==> src/rtl/axi_rd_vc_if.sv <==
// AXI read slave that serves per-VC receive buffers, occupancy CSRs and an error region.
// Reads are queued in a small outstanding-request FIFO and streamed as bursts by a two-state FSM.

module axi_rd_vc_buf #(
  parameter int DATA_W = 32,
  parameter int DEPTH  = 4,
  localparam int PTR_W = $clog2(DEPTH),
  localparam int CNT_W = $clog2(DEPTH + 1)
) (
  input  logic              clk,
  input  logic              arst,
  input  logic              push_i,
  input  logic              pop_i,
  input  logic [DATA_W-1:0] data_i,
  output logic [DATA_W-1:0] head_o,
  output logic [CNT_W-1:0]  cnt_o,
  output logic              empty_o,
  output logic              full_o
);
  logic [DATA_W-1:0] mem_q [DEPTH];
  logic [PTR_W-1:0]  wr_q, rd_q;
  logic [CNT_W-1:0]  cnt_q;

  always_ff @(posedge clk or posedge arst) begin
    if (arst) begin
      wr_q  <= '0;
      rd_q  <= '0;
      cnt_q <= '0;
    end else begin
      if (push_i) wr_q <= wr_q + 1'b1;
      if (pop_i)  rd_q <= rd_q + 1'b1;
      case ({push_i, pop_i})
        2'b10:   cnt_q <= cnt_q + 1'b1;
        2'b01:   cnt_q <= cnt_q - 1'b1;
        default: cnt_q <= cnt_q;
      endcase
    end
  end

  always_ff @(posedge clk) begin
    if (push_i) mem_q[wr_q] <= data_i;
  end

  assign head_o  = mem_q[rd_q];
  assign cnt_o   = cnt_q;
  assign empty_o = (cnt_q == '0);
  assign full_o  = (cnt_q == CNT_W'(DEPTH));
endmodule

module axi_rd_vc_if #(
  parameter int N_VC      = 2,
  parameter int DATA_W    = 32,
  parameter int ADDR_W    = 16,
  parameter int BUF_DEPTH = 4,
  parameter int OT_DEPTH  = 2,
  parameter int RD_BASE   = 'h1000,
  parameter int CSR_BASE  = 'h1100,
  localparam int VC_W     = (N_VC > 1) ? $clog2(N_VC) : 1
) (
  input  logic              clk,
  input  logic              arst,
  input  logic              arvalid_i,
  output logic              arready_o,
  input  logic [ADDR_W-1:0] araddr_i,
  input  logic [7:0]        arlen_i,
  output logic              rvalid_o,
  input  logic              rready_i,
  output logic [DATA_W-1:0] rdata_o,
  output logic [1:0]        rresp_o,
  output logic              rlast_o,
  input  logic              in_valid_i,
  output logic              in_ready_o,
  input  logic [VC_W-1:0]   in_vc_i,
  input  logic [DATA_W-1:0] in_data_i,
  output logic [N_VC-1:0]   vc_avail_o
);
  localparam int OCC_W   = $clog2(BUF_DEPTH + 1);
  localparam int OT_PW   = $clog2(OT_DEPTH);
  localparam int OT_CW   = $clog2(OT_DEPTH + 1);
  localparam bit VC_POW2 = ((1 << VC_W) == N_VC);

  typedef enum logic [1:0] {REG_VCBUF, REG_CSR, REG_ERR} region_e;
  typedef enum logic {S_IDLE, S_BURST} state_e;
  typedef struct packed {
    region_e         region;
    logic [VC_W-1:0] vc;
    logic [7:0]      len;
  } ot_ent_t;

  // VC buffers
  logic [N_VC-1:0]              push_vc, pop_vc, empty, full;
  logic [N_VC-1:0][DATA_W-1:0]  head_data;
  logic [N_VC-1:0][OCC_W-1:0]   occ;
  logic                         in_vc_ok;

  assign in_vc_ok   = VC_POW2 ? 1'b1 : (32'(in_vc_i) < N_VC);
  assign in_ready_o = in_vc_ok ? ~full[in_vc_i] : 1'b1;
  assign vc_avail_o = ~empty;

  for (genvar i = 0; i < N_VC; i++) begin : g_vc
    assign push_vc[i] = in_valid_i & in_vc_ok & (in_vc_i == VC_W'(i)) & ~full[i];
    axi_rd_vc_buf #(.DATA_W(DATA_W), .DEPTH(BUF_DEPTH)) u_buf (
      .clk    (clk),
      .arst   (arst),
      .push_i (push_vc[i]),
      .pop_i  (pop_vc[i]),
      .data_i (in_data_i),
      .head_o (head_data[i]),
      .cnt_o  (occ[i]),
      .empty_o(empty[i]),
      .full_o (full[i])
    );
  end

  // Address decode; anything not an exact word match lands in ERR
  ot_ent_t dec;
  always_comb begin
    dec.region = REG_ERR;
    dec.vc     = '0;
    dec.len    = arlen_i;
    for (int i = 0; i < N_VC; i++) begin
      if (araddr_i == ADDR_W'(RD_BASE + 4 * i)) begin
        dec.region = REG_VCBUF;
        dec.vc     = VC_W'(i);
      end
      if (araddr_i == ADDR_W'(CSR_BASE + 4 * i)) begin
        dec.region = REG_CSR;
        dec.vc     = VC_W'(i);
      end
    end
  end

  // Outstanding-request FIFO
  ot_ent_t          ot_mem_q [OT_DEPTH];
  ot_ent_t          head;
  logic [OT_PW-1:0] ot_wr_q, ot_rd_q;
  logic [OT_CW-1:0] ot_cnt_q;
  logic             ot_full, ot_empty, ar_push, ot_pop;

  assign ot_full   = (ot_cnt_q == OT_CW'(OT_DEPTH));
  assign ot_empty  = (ot_cnt_q == '0);
  assign arready_o = ~ot_full;
  assign ar_push   = arvalid_i & ~ot_full;
  assign head      = ot_mem_q[ot_rd_q];

  always_ff @(posedge clk) begin
    if (ar_push) ot_mem_q[ot_wr_q] <= dec;
  end

  // Read FSM
  state_e           state_q, state_d;
  logic [7:0]       beat_q, beat_d;
  logic             csr_held_q, csr_held_d;
  logic [OCC_W-1:0] csr_hold_q, csr_hold_d;

  always_comb begin
    state_d    = state_q;
    beat_d     = beat_q;
    csr_held_d = csr_held_q;
    csr_hold_d = csr_hold_q;
    rvalid_o   = 1'b0;
    rdata_o    = '0;
    rresp_o    = 2'b00;
    rlast_o    = 1'b0;
    pop_vc     = '0;
    ot_pop     = 1'b0;
    case (state_q)
      S_IDLE: begin
        if (!ot_empty) begin
          state_d = S_BURST;
          beat_d  = '0;
        end
      end
      S_BURST: begin
        case (head.region)
          REG_VCBUF: begin
            if (!empty[head.vc]) begin
              rvalid_o = 1'b1;
              rdata_o  = head_data[head.vc];
            end
          end
          REG_CSR: begin
            // Occupancy can move under a stalled beat, so freeze what was first shown
            rvalid_o = 1'b1;
            rdata_o  = DATA_W'(csr_held_q ? csr_hold_q : occ[head.vc]);
          end
          default: begin
            rvalid_o = 1'b1;
            rresp_o  = 2'b10;
          end
        endcase
        rlast_o = rvalid_o & (beat_q == head.len);
        if (rvalid_o && rready_i) begin
          csr_held_d = 1'b0;
          if (head.region == REG_VCBUF) pop_vc[head.vc] = 1'b1;
          if (rlast_o) begin
            state_d = S_IDLE;
            beat_d  = '0;
            ot_pop  = 1'b1;
          end else begin
            beat_d = beat_q + 8'd1;
          end
        end else if (rvalid_o && head.region == REG_CSR && !csr_held_q) begin
          csr_held_d = 1'b1;
          csr_hold_d = occ[head.vc];
        end
      end
    endcase
  end

  always_ff @(posedge clk or posedge arst) begin
    if (arst) begin
      state_q    <= S_IDLE;
      beat_q     <= '0;
      csr_held_q <= 1'b0;
      csr_hold_q <= '0;
      ot_wr_q    <= '0;
      ot_rd_q    <= '0;
      ot_cnt_q   <= '0;
    end else begin
      state_q    <= state_d;
      beat_q     <= beat_d;
      csr_held_q <= csr_held_d;
      csr_hold_q <= csr_hold_d;
      if (ar_push) ot_wr_q <= ot_wr_q + 1'b1;
      if (ot_pop)  ot_rd_q <= ot_rd_q + 1'b1;
      case ({ar_push, ot_pop})
        2'b10:   ot_cnt_q <= ot_cnt_q + 1'b1;
        2'b01:   ot_cnt_q <= ot_cnt_q - 1'b1;
        default: ot_cnt_q <= ot_cnt_q;
      endcase
    end
  end
endmodule

==> config.mk <==
export PLATFORM = sky130hd
export DESIGN_NAME = axi_rd_vc_if
export DESIGN_NICKNAME = d
export VERILOG_FILES = /design/src/rtl/axi_rd_vc_if.sv
export SDC_FILE = /design/constraint.sdc
export NUM_CORES = 1
export LEC_CHECK = 0
export CAP_MARGIN = 10
export CORE_ASPECT_RATIO = 1.25
export CORE_MARGIN = 2
export CORE_UTILIZATION = 57
export DETAILED_ROUTE_END_ITERATION = 8
export DONT_BUFFER_PORTS = 1
export PLACE_DENSITY = 0.75
export SLEW_MARGIN = 30
export SYNTH_ARGS = -nofsm -noshare
export SYNTH_HDL_FRONTEND = slang
export SYNTH_HIERARCHICAL = 1
export SYNTH_SLANG_ARGS = --single-unit
==> constraint.sdc <==
create_clock -name clk -period 2.69 [get_ports clk]
set_input_delay 0.269 -clock clk [delete_from_list [all_inputs] [get_ports clk]]
set_output_delay 0.269 -clock clk [all_outputs]
set_load 0.02 [all_outputs]
==> results.md, run 1 <==
* Port buffer count at 0
* Slew HR at 56.0%
* Fmax achieved at 383 MHz
* Chip width at around 140 µm
* DR WL/cell at 22.6 µm
* RSZ-0062 raised after global routing: yes
* Period utilisation layout at 97.0%
* Power Total at 14.8 mW
* Final setup fails at 0
* CP Launch Type: flop
* Nets at 879
* Crit-path slowest cell: dfrtp_2
* Synth area leader: edfxtp_1
* Total GRT Usage at between 20% and 30%
* Mean Syn Cell Area at about 18 µm²
* R2R cell count at 10
* Final Util at between 60% and 70%
* TritonCTS clock tree: yes
* P per Cell Area at 995 nW/µm²
* # rows at 60
* Clock tree buffer depth at 3
* WHS Endpoint: csr_held_q
* Largest net degree at the start of global routing at 37
* Crit end category: primary output
* RR Endpoint: g_vc[0].u_buf/cnt_o[2]
* TritonCTS buffer count at 29
* H-tree depth at 1
* DIE HEIGHT at 171 µm
* Worst hold start: rready_i
* Synth top area cells: edfxtp_1 66%, mux4_2 10%, dfrtp_1 6.1%
* HPWL after DPL at 14600 µm
* Commonest non-fill, non-tap cell in the layout: edfxtp_1
* WL final at 24900 µm
* Die Area at 23400 µm²
* I/O pin cnt at about 100
* Clock transition at the registers of the reported paths at 0.06 ns
* DRT iter0 DRCs at between 500 and 600
* Synth Net Count at roughly 770
* Sink Count at 309
* Worst Hold Class: in -> reg
* Final hold violations at 0
* Leakage at 5.21 nW
* Ys Warns at 6
* Max incr delay on CP at around 0.48 ns
* Gpl congestion at 0.882
* DR vias at around 6.6k
* Final worst path period need at 2.61 ns
* Fraction of layout cells with a size suffix above 1 at 24.5%
* Starting Density at 58.5%
* Avg Vias per Cell at between 5 and 6
* Post-synthesis sequential area ratio at 72.2%
* Most frequent cells in the layout: 278 x edfxtp_1, 79 x nand2_1, 56 x mux4_2, 51 x buf_4, 44 x dlygate4sd3_1
* Worst slew pin tran at roughly 0.66 ns
* Outcome: complete, no violations
* Remaining Overflow, GRT at 0
* Post-synth top area share at 66.0%
* Slew Limit Fails at 0
* Crit path cell chain: mux2_4 -> mux2i_4 -> nand3_4 -> buf_6 -> a21oi_2 -> buf_4
* Initial antenna violation count at 0
* Clock Latency Late Sink at between 0.5 and 0.6 ns
* Reg2reg setup slack at 0.12 ns
* Vias in the first global route at 7074
* Clock root buffer: clkbuf_16
* Worst r2r src: ot_rd_q
* First-pass GRT wire length at 38800 µm
* Synthesized cell area at 12600 µm²
* Maximum vdd drop at 0.000700 V
* Max cap viols at 0
* Synth Register Bits at about 310
* Core area at 21600 µm²
* P&R area growth vs syn at 17.8%
* Critical Path Fanout Max at 19
* Syn Inst Count at 692
* CP arrival at 2.34 ns
* Remaining antenna violation count at 0
* DRC at 0
* Worst Hold Path Cells at 3
* # diodes at 0
* Data required, critical path at 2.42 ns
* Setup Skew at 0.0101 ns
* WS Path Type: reg -> out
* Unique cell type count in the Yosys netlist at 48
* DR pass1 iterations at 5
==> final cells by class <==
type	instances	area, µm²
tap	279	349
multi-input combinational	321	3230
timing repair buffer	110	1100
sequential	309	9130
inverter	32	120
fill	1310	6730
clock inverter	14	158
clock buffer	39	803
==> kinds of logic (layout without fill, tap and decap cells) <==
| kind of cell | count (synthesis) | count (layout) | synth area share (%) |
|---|---|---|---|
| buffers and inverters | 62 | 195 | 2.98 |
| adder cells (fa/ha/maj) | 14 | 14 | 1.50 |
| AO/OA/AOI/OAI | 61 | 61 | 3.02 |
| other | 1 | 1 | 0.0297 |
| flip-flops | 309 | 309 | 72.2 |
| AND/OR/NAND/NOR | 131 | 131 | 4.81 |
| XOR/XNOR | 26 | 26 | 1.80 |
| multiplexers | 88 | 88 | 13.7 |
==> report_power, final <==
group,switching (mW),total (mW),internal [mW]
logic,2.37,4.40,2.03
clock network,1.67,4.05,2.38
registers,0.392,6.36,5.97
total,4.43,14.8,10.4
==> Yosys cell counts (all sizes together) <==
master and instances:
o21ai 10, clkbuf 9, nand4b 1, nand4 3
o32ai 1, o2111ai 2, o221ai 5, mux2i 22
a21oi 33, nor3 7, o211ai 4, and2 8
nor4 3, nor2 16, edfxtp 278, conb 1
mux2 2, o32a 1, inv 32, fa 2
mux4 64, nor4b 1, nand3 4, o22ai 2
and3 3, nor3b 1, buf 21, xnor2 15
a21o 1, ha 12, nand2b 4, nor2b 1
dfrtp 31, xor2 11, a2bb2oi 2, nand2 79
==> what timing repair did <==
action | 4_1_cts | 5_1_grt
hold endpoints to repair | 308 | 0
pin swaps | 0 | 2
gates resized for setup | 10 | 11
buffers inserted | 2 | 2
hold buffers | 44 | 0
setup endpoints to repair | 27 | 14
gates cloned | 0 | 0
==> worst max-delay path: cells and delay by family (launching register included) <==
| family | cells | cell delay, ns |
|---|---|---|
| simple gates | 1 | 0.13 |
| buf+inv | 2 | 0.41 |
| mux | 2 | 0.58 |
| compound gates | 1 | 0.21 |
| flops | 1 | 0.48 |
==> through the flow <==
stage	std cells	setup slack, ns	hold WS, ns	setup TNS, ns	cell area, µm²
floorplan	692	0.0300	0.0724	0	12700
finish	1104	0.0809	0.0350	0	14900
detailed placement	1003	0.0115	0.130	0	13400
CTS	1102	0.00356	0.0151	0	14800
global placement	1003	0.125	0.117	0	13400
global route	1104	-0.0150	0.0301	-0.0297	14900
==> worst max-delay path by stage <==
stage,startpoint,end,cells after the start
3_3_place_gp,ot_rd_q,g_vc[1].u_buf/cnt_o[2],10
6_report,ot_rd_q,rdata_o[29],6
4_1_cts,ot_rd_q,rlast_o,7
2_1_floorplan,ot_rd_q,g_vc[0].u_buf/cnt_o[2],12
5_1_grt,ot_rd_q,g_vc[1].u_buf/cnt_o[2],10
3_5_place_dp,ot_rd_q,g_vc[1].u_buf/cnt_o[2],10
==> state kept, by name, indices dropped and copies added, names as in the netlist <==
register	flops
beat_q	8
csr_held_q	1
csr_hold_q	3
g_vc.u_buf/cnt_o	6
g_vc.u_buf/mem_q	256
g_vc.u_buf/rd_q	4
g_vc.u_buf/wr_q	4
ot_cnt_q	2
ot_mem_q	22
ot_rd_q	1
ot_wr_q	1
state_q	1
==> metal layers <==
metal	up-vias	share of wire, %	GRT usage (%)
li1	2910	-	-
met1	3415	39	28.8
met4	0	2.2	6.59
met3	40	6.1	3.61
met5	-	0	0
met2	245	52	38.3
(Power assumes the default switching activity.)
==> run 2: changes to the inputs <==
HOLD_SLACK_MARGIN = 0.08   (was unset)
==> run 2 against run 1 <==
Net effect:
- non-clock buffer count grew 5
- power grew 0.17%
- clock skew increased by 0.00073 ns
- die area stayed put
- sequential share of layout area fell by 0.21 points
- critical path depth is the same
- design area grew 0.34%
- cell count up 0.45%
- flip-flop and latch count unchanged
==> results.md, run 2 (synthesized netlist as in run 1, its figures left out) <==
* Nets at 884
* Final setup fails at 0
* Vias in the first global route at 7101
* Outcome: complete, no violations
* Total GRT Usage at 22.2%
* Critical Path Source: ot_rd_q
* Critical Path Fanout Max at 19
* Crit end category: primary output
* First-pass GRT wire length at 39000 µm
* P per Cell Area at 993 nW/µm²
* H-tree depth at 1
* Final worst path period need at 2.60 ns
* Remaining Overflow, GRT at 0
* DRC at 0
* Remaining antenna violation count at 0
* DIE HEIGHT at 171 µm
* Clock tree buffer depth at 3
* Sink Count at between 300 and 400
* Core area at 21600 µm²
* Worst Hold Class: in -> reg
* Slew Limit Fails at 0
* Worst slew pin tran at 0.659 ns
* WL final at 25200 µm
* Period utilisation layout at 96.7%
* Clock root buffer: clkbuf_16
* Max cap viols at 0
* # diodes at 0
* Worst hold start: araddr_i[0]
* Starting Density at 58.5%
* Clock transition at the registers of the reported paths at 0.06 ns
* Avg Vias per Cell at ~6.0
* DR pass1 iterations at 5
* DR vias at 6678
* Leakage at around 5.2 nW
* Commonest non-fill, non-tap cell in the layout: edfxtp_1
* Initial antenna violation count at 0
* Most flop-heavy register: g_vc.u_buf/mem_q
* Setup Skew at roughly 0.011 ns
* Final hold violations at 0
* WS Path Type: reg -> out
* CP Launch Type: flop
* Largest register FFs at 256
* Gpl congestion at ~0.9
* Fraction of layout cells with a size suffix above 1 at between 20% and 30%
* DRT iter0 DRCs at 546
* Most frequent cells in the layout: 278 x edfxtp_1, 79 x nand2_1, 56 x mux4_2, 51 x buf_4, 49 x dlygate4sd3_1
* Regs by FF count: g_vc.u_buf/mem_q (256), ot_mem_q (22), beat_q (8)
* Fmax achieved at between 300 and 400 MHz
* FILL cells at 1305
* Largest net degree at the start of global routing at 37
* DR WL/cell at 22.7 µm
* CP arrival at 2.33 ns
* # rows at 60
* TritonCTS buffer count at 29
* Worst r2r src: ot_rd_q
* Data required, critical path at 2.42 ns
* HPWL after DPL at 14600 µm
* Die Area at 23400 µm²
* RSZ-0062 raised after global routing: yes
* Setup TNS at 0 ns
* I/O pin cnt at 102
* Final Util at 69.1%
* Maximum vdd drop at 0.000700 V
* P&R area growth vs syn at 18.2%
* Clock Latency Late Sink at between 0.5 and 0.6 ns
* TritonCTS clock tree: yes
* Port buffer count at 0
* Slew HR at 56.0%
* Chip width at 137 µm
[run 2: cell types whose count changed in the layout (fill, tap and decap cells not counted)]
cell and delta:
dlygate4sd3_1 +5
[run 2: area by class of cell]
class / count / area (µm²) / area share (%)
clock buffer: 39 / 803 / 5.38
clock inverter: 14 / 158 / 1.06
inverter: 32 / 120 / 0.804
multi-input combinational: 321 / 3230 / 21.6
sequential: 309 / 9130 / 61.1
tap: 279 / 349 / 2.34
timing repair buffer: 115 / 1150 / 7.71
[run 2: power breakdown]
| group | internal [mW] | total [mW] | leakage, nW | switching, mW |
|---|---|---|---|---|
| sequential | 5.97 | 6.36 | 2.90 | 0.394 |
| combinational | 2.03 | 4.42 | 1.87 | 2.39 |
| clock | 2.38 | 4.06 | 0.462 | 1.67 |
[run 2: routing by layer]
metal	up-vias	wire (µm)	global-route usage, %	share of wire [%]
li1	2918	-	-	-
met1	3453	9870	29.0	39
met2	267	13200	38.7	52
met3	40	1580	3.44	6.3
met4	0	535	6.59	2.1
met5	-	0	0	0
[run 2: worst paths after layout]
| check | cells past startpoint | slack (ns) | endpoint |
|---|---|---|---|
| max | 6 | 0.09 | rdata_o[29] |
| min | 3 | 0.16 | ot_mem_q[0][8] |
| max reg2reg | 10 | 0.10 | g_vc[0].u_buf/cnt_o[2] |
| min reg2reg | 1 | 0.52 | ot_wr_q |
| max in group asynchronous | 2 | 1.89 | ot_rd_q |
| min in group asynchronous | 2 | 0.17 | g_vc[0].u_buf/cnt_o[1] |
[run 2: through the flow]
step	worst slack [ns]	power [mW]	hold WS [ns]	std cells	cell area, µm²
after floorplan	0.0300	9.52	0.0724	692	12700
final	0.0876	14.8	0.156	1109	14900
after CTS	0.00356	14.9	0.118	1107	14900
after global placement	0.125	10.4	0.117	1003	13400
after detailed placement	0.0115	10.6	0.130	1003	13400
after global routing	-0.0146	15.5	0.160	1109	14900
[run 2: critical path: stages, from the launching register on]
cell and delay [ns]:
dfrtp_2 0.48, mux2_4 0.37, mux2i_4 0.21, nand3_4 0.13, buf_6 0.23, a21oi_2 0.21
buf_4 0.18
[run 2: timing repair]
action / CTS / global route
hold buffers: 49 / 0
gates resized for setup: 10 / 11
endpoints found under the setup margin: 27 / 14
buffers inserted: 2 / 2
hold endpoints to repair: 315 / 0
pin swaps: 0 / 2
